`src/rtl/sm83_irq_ctrl.sv`:
```
// sm83_irq_ctrl: parametrised SM83 interrupt controller with IF/IE registers, delayed-EI IME and dispatch handshake.
// Fixed priority selects the lowest-index pending source; the vector holds until the next acknowledge.
module sm83_irq_ctrl #(
  parameter int          NUM_IRQ    = 5,
  parameter logic [15:0] VEC_BASE   = 16'h0040,
  parameter logic [15:0] VEC_STRIDE = 16'h0008
) (
  input  logic               clk,
  input  logic               rst_n,
  input  logic [NUM_IRQ-1:0] irq_req,
  input  logic               if_wr_en,
  input  logic               ie_wr_en,
  input  logic [7:0]         wr_data,
  output logic [7:0]         if_rd_data,
  output logic [7:0]         ie_rd_data,
  input  logic               ei,
  input  logic               di,
  input  logic               reti,
  input  logic               instr_boundary,
  output logic               irq_take,
  input  logic               irq_ack,
  input  logic               irq_done,
  output logic [15:0]        irq_vector,
  output logic               ime,
  output logic               wake
);
  typedef enum logic [1:0] {IME_OFF = 2'd0, IME_PEND = 2'd1, IME_ON = 2'd2} ime_e;
  typedef enum logic {D_IDLE = 1'b0, D_BUSY = 1'b1} dsp_e;
  logic [NUM_IRQ-1:0] if_q, if_d, ie_q, ie_d, pend, clr;
  ime_e               ime_q, ime_d;
  dsp_e               dsp_q, dsp_d;
  logic [15:0]        vec_q, vec_d;
  logic [2:0]         sel;
  logic               fire;
  logic               unused_wr;
  assign unused_wr = ^wr_data;
  assign pend = if_q & ie_q;
  assign fire = irq_ack && (dsp_q == D_IDLE);
  always_comb begin
    sel = '0;
    for (int i = NUM_IRQ - 1; i >= 0; i--)
      if (pend[i]) sel = 3'(i);
  end
  always_comb begin
    clr = '0;
    for (int i = 0; i < NUM_IRQ; i++)
      clr[i] = fire && (|pend) && (sel == 3'(i));
  end
  always_ff @(posedge clk or negedge rst_n) begin
    if (!rst_n) begin
      if_q  <= '0;
      ie_q  <= '0;
      ime_q <= IME_OFF;
      dsp_q <= D_IDLE;
      vec_q <= '0;
    end else begin
      if_q  <= if_d;
      ie_q  <= ie_d;
      ime_q <= ime_d;
      dsp_q <= dsp_d;
      vec_q <= vec_d;
    end
  end
  // A request beats both the acknowledge clear and a CPU write in the same cycle.
  always_comb begin
    if_d  = irq_req | (~clr & (if_wr_en ? wr_data[NUM_IRQ-1:0] : if_q));
    ie_d  = ie_wr_en ? wr_data[NUM_IRQ-1:0] : ie_q;
    ime_d = (di || fire)                            ? IME_OFF  :
            reti                                    ? IME_ON   :
            (ime_q == IME_OFF && ei)                ? IME_PEND :
            (ime_q == IME_PEND && instr_boundary)   ? IME_ON   : ime_q;
    dsp_d = fire                                    ? D_BUSY   :
            (dsp_q == D_BUSY && irq_done)           ? D_IDLE   : dsp_q;
    vec_d = fire ? ((|pend) ? VEC_BASE + 16'(sel) * VEC_STRIDE : 16'h0000) : vec_q;
  end
  always_comb begin
    irq_take   = (ime_q == IME_ON) && (|pend) && (dsp_q == D_IDLE);
    wake       = |pend;
    ime        = ime_q == IME_ON;
    irq_vector = vec_q;
  end
  for (genvar i = 0; i < 8; i++) begin : g_rd
    if (i < NUM_IRQ) begin : g_src
      assign if_rd_data[i] = if_q[i];
      assign ie_rd_data[i] = ie_q[i];
    end else begin : g_pad
      assign if_rd_data[i] = 1'b1;
      assign ie_rd_data[i] = 1'b0;
    end
  end
endmodule

```
`config.mk`:
```
export PLATFORM = sky130hd
export DESIGN_NAME = sm83_irq_ctrl
export DESIGN_NICKNAME = d
export VERILOG_FILES = /design/src/rtl/sm83_irq_ctrl.sv
export SDC_FILE = /design/constraint.sdc
export NUM_CORES = 1
export LEC_CHECK = 0
export CELL_PAD_IN_SITES_DETAIL_PLACEMENT = 1
export CELL_PAD_IN_SITES_GLOBAL_PLACEMENT = 1
export CORE_MARGIN = 5
export CORE_UTILIZATION = 30
export CTS_BUF_LIST = sky130_fd_sc_hd__clkbuf_8
export DETAILED_ROUTE_END_ITERATION = 8
export PLACE_DENSITY = 0.85
export SETUP_SLACK_MARGIN = 0.2
export SLEW_MARGIN = 15
export SYNTH_ARGS = -nofsm -noshare
export SYNTH_HDL_FRONTEND = slang
export SYNTH_SLANG_ARGS = --single-unit
export TNS_END_PERCENT = 30
```
`constraint.sdc`:
```
create_clock -name clk -period 1.8 [get_ports clk]
set_input_delay 0.36 -clock clk [delete_from_list [all_inputs] [get_ports clk]]
set_output_delay 0.36 -clock clk [all_outputs]
set_load 0.05 [all_outputs]
```
======== Yosys cells after proc, flatten, opt, wreduce, memory -nomap -nowiden ========
Cells that the tools add are included.
word-level totals
  bits in registers ....................... 29
  bits in latches ......................... 0
  bits in writable memories ............... 0
  bits in read-only memories .............. 0
  input port bits ......................... 23
  output and inout port bits .............. 35
  word-level logic and storage cells ...... 48
  memories kept ........................... 0
operators by class
  add/subtract/negate cells ............... 1
  multiply operators ...................... 0
  divide/modulo/power cells ............... 0
  $lt $le $gt $ge ......................... 0
  equal/unequal tests ..................... 6
  shifts and indexed selects .............. 0
  multiplexer cells ....................... 13
  bitwise operators ....................... 5
  reductions and logical operators ........ 18
operator list
  cell                                           number
  2-to-1 mux 3 bit                               5
  logical AND 1 bit                              12
  AND 5 bit                                      2
  adder 7 x 6 -> 8 bit, first input constant     1
  2-to-1 mux 2 bit                               4
  2-to-1 mux 8 bit                               1
  == test 3 x 2 -> 1 bit, second input constant  2
  2-to-1 mux 5 bit                               1
  NOT 5 bit                                      1
  OR 5 bit                                       1
  OR reduction 5 bit                             1
  nonzero test 4 bit                             1
  == test 3 x 1 -> 1 bit, second input constant  1
  == test 3 bit, second input constant           1
  logical NOT 3 bit                              1
  == test 2 x 1 -> 1 bit, second input constant  1
  == test 2 bit, second input constant           1
  logical NOT 2 bit                              1
  2-to-1 mux 1 bit                               2
  nonzero test 2 bit                             1
  logical OR 1 bit                               1
  NOT 1 bit                                      1

======== Logic depth before layout (Yosys ltp) ========
  depth in word-level cells ............... 11
  gate-level depth with buffers ........... 4
  gate-level depth less buffers ........... 3

======== Least setup slack after synthesis ========
OpenSTA, ideal clock, no wires.
  path kind ............................... flip-flop to output port
  from .................................... register if_q[2]
  to ...................................... output irq_take
  data arrival time ....................... 1.744 ns
  slack ................................... -0.304 ns
  stages on the path, launching flop included .. 4
  buffers on the path ..................... 0
  path through ............................ dfrtp_1 > a22oi_4 > nand4_2 > and3_1
between the ends
  cells in the longest elaborated chain, start to end .. 4
ends and longest elaborated chain
  what                             line  text
  from (decl)                      29    logic [NUM_IRQ-1:0] if_q, if_d, ie_q, ie_d, pend, clr;
  from (signal assigned)           57    if_q <= if_d;
  AND 5 bit                        37    assign pend = if_q & ie_q;
  OR reduction 5 bit               n/a
  named net wake                   25    output logic wake
  logical AND 1 bit (2 in series)  77    irq_take = (ime_q == IME_ON) && (|pend) && (dsp_q == D_IDLE);
  to (decl)                        20    output logic irq_take,
The timed path passes the listed nets, and every way through them passes these cells.

======== Worst setup path in the final report ========
  from .................................... register ie_q[0]
  to ...................................... output irq_take
between the ends
  cells in the longest elaborated chain, start to end .. 4
ends and longest elaborated chain
  what                             line  text
  from (decl)                      29
  from (signal assigned)           58    ie_q <= ie_d;
  AND 5 bit                        37
  OR reduction 5 bit               77
  logical AND 1 bit (2 in series)  77
No other way between the ends.

==> impl_results.md <==
* Status: finished, final reports clean
* Latest clock arrival within the worst-skew pair at 0.25 ns
* Clk_skew at ~0.0033 ns
* Final TNS setup at 0 ns
* Die Height at 66.8 um
* Register bit total from synthesis at 17
* GPL Wtd Cong at between 0.7 and 0.8
* R2r setup slk at about 0.53 ns
* Reg-to-reg endpoint: irq_vector[5]
* Most common cell after layout, fill and taps aside: buf_4
* Crit Path Category: reg2out
* Num rows at 20
* Initial antenna violation count at 0
* DRT Wirelength at 2.69 mm
* Register area share after synthesis at 43.9%
* Peak VDD IR at 0.335 mV
* Final Max Tran Viols at 0
* Synthesis-to-finish area growth at 42.9%
* Die area at 4460 um2
* Depth of the CTS H-tree at 1
* CTS Buf Count at 3
* CTS tree: built
* N_diodes at 0
* Fmax at 590 MHz
* P per Cell Area at 918 nW/um2
* Routed WL per cell at roughly 16 um
* RSZ-0062 raised after global routing: yes
* Post-Place Cells at 166
* FF-to-FF Start: ie_q[2]
* # Max-Cap Violations at 0
* Hold Path Class: in2async
* Cell area after synthesis at approximately 970 um2
* Synth top area cells: dfrtp_1 (44%), buf_4 (15%), mux2_2 (8.1%)
* Initial Util at between 30% and 40%
* Syn Area/Cell at 11.0 um2
* Most frequent cells in the layout: buf_4 (20), clkdlybuf4s50_1 (19), conb_1 (18)
* Area leader, netlist: dfrtp_1
* CP Data Arrival Time at 1.33 ns
* Worst-path clk slew at around 0.070 ns
* First-pass GRT wire length at 4.10 mm
* Synth Instances at around 90
* Layout net count at roughly 150
* Aggregate global-route resource usage at 12.3%
* Die Wd at 66.8 um
* Vias in the first global route at 856
* Setup violations, final at 0
* Share of cells above drive strength 1 at 39.5%
* Final Cycle Share at ~94%
* Pin count of the biggest net entering global routing at 18
* Post-DP HPWL at 2.21 mm
* Core footprint at between 3000 and 4000 um2
* # clock sinks at 17
* Leakage power at ~0.61 nW
* Min Clock Period, post-route at 1.69 ns
* Post-route insts no fill at 173
* Total grt overflow at 0
* Pre-antenna DRT Iters at 2
* DRC at 0
* Yosys warns at 0
* # IOs at 58
* Port bufs at 36
* Vias per std cell at between 4 and 5
* Share of the synthesized area in the top cell type at 43.9%
* Hold_buf cts at 0
* CP Launch Type: flip-flop
* Critical path endpoint category: output pin
* Critical Path Fanout Max at 5
* Number of cells on the worst reg-to-reg path at 5
* Maximum root-to-sink buffer count at 2
* CTS root buf: clkbuf_8
* DR vias at approximately 760
* Antenna-violating nets left at 0
* Final hold violations at 0
* Distinct cells, synth at 32
* Worst Path Required at 1.44 ns
* DR iter-0 viols at 17
critical path, cell delays in order, from the launching register on:
cell     delay [ns]
dfrtp_2        0.44
nand2_1        0.19
nand4_4        0.14
and3_4         0.17
buf_6          0.14
power breakdown:
group | internal, mW | switching [mW]
registers | 0.428 | 0.0426
clock network | 0.151 | 0.132
logic | 0.174 | 0.343
total | 0.753 | 0.518
per-stage QoR:
| stage | cell area (um2) | util, % | power, mW | hold WS (ns) | setup slack [ns] |
|---|---|---|---|---|---|
| floorplan | 1060 | - | 0.846 | 0.0644 | 0.111 |
| global placement | 1310 | 42.6 | 0.966 | 0.481 | 0.210 |
| detailed placement | 1310 | 42.6 | 0.981 | 0.484 | 0.182 |
| CTS | 1380 | 45.0 | 1.28 | 0.437 | 0.0989 |
| global route | 1380 | 45.0 | 1.32 | 0.451 | 0.0562 |
| finish | 1380 | 45.0 | 1.27 | 0.427 | 0.105 |
how the worst max path moves through the flow:
stage	start	endpoint	slack, ns
6_report	ie_q[0]	irq_take	0.11
3_5_place_dp	if_wr_en	if_q[1]	0.18
2_1_floorplan	if_q[2]	irq_take	0.11
3_3_place_gp	if_wr_en	if_q[1]	0.21
4_1_cts	ie_q[2]	irq_take	0.1
5_1_grt	if_q[2]	irq_take	0.06
sequential cells by signal (all words and copies together) (netlist names):
register and cells:
ie_q 5, if_q 5, irq_vector 4, ime_q 2, dsp_q 1
per-layer routing:
layer	GRT usage, %	vias to the layer above	routed length, um
li1	-	355	-
met2	23.3	22	1550
met3	1.35	2	107
met1	13.9	380	1000
met5	0	-	0
met4	4.57	0	31
synth_stat cells:
| cell | number |
|---|---|
| a21oi_2 | 1 |
| conb_1 | 2 |
| a21o_1 | 2 |
| and3_1 | 1 |
| a22o_1 | 2 |
| a22oi_4 | 1 |
| buf_4 | 19 |
| dfrtp_1 | 17 |
| o21bai_1 | 2 |
| mux2_4 | 1 |
| nand4_2 | 1 |
| nor2b_4 | 1 |
| nor2_1 | 3 |
| o31ai_1 | 1 |
| a32o_1 | 1 |
| a41oi_1 | 1 |
| nand2b_1 | 1 |
| a311oi_2 | 1 |
| buf_2 | 1 |
| or3_1 | 1 |
| o21ai_0 | 2 |
| a21oi_1 | 1 |
| nor2b_1 | 2 |
| nand2_1 | 5 |
| and2_1 | 1 |
| nor4_1 | 1 |
| a211oi_1 | 2 |
| nand4_1 | 2 |
| mux2_2 | 7 |
| nor3_1 | 1 |
| mux2i_1 | 2 |
| inv_1 | 2 |
kinds of logic (layout without fill, tap and decap cells):
logic type / after synthesis / count (layout) / share of synthesized area [%]
AOI/OAI and AO/OA: 17 / 17 / 15.4
buffers and inverters: 22 / 47 / 16.0
DFF: 17 / 17 / 43.9
muxes: 10 / 10 / 11.8
other: 2 / 18 / 0.775
and+or+nand+nor: 20 / 20 / 12.1
final cells by class:
class                      count  area (um2)
inverter                       2        7.51
timing repair buffer          41         372
tap                           44        55.1
fill                         354        1690
clock inverter                 1        3.75
multi-input combinational     65         467
clock buffer                   3        41.3
sequential                    17         438
what timing repair did:
| action | 4_1_cts | 5_1_grt |
|---|---|---|
| endpoints found under the setup margin | 2 | 2 |
| pin swaps | 1 | 0 |
| setup buffers | 3 | 0 |
| gates resized for setup | 2 | 0 |
No activity file was read; power rests on OpenSTA's default activity.
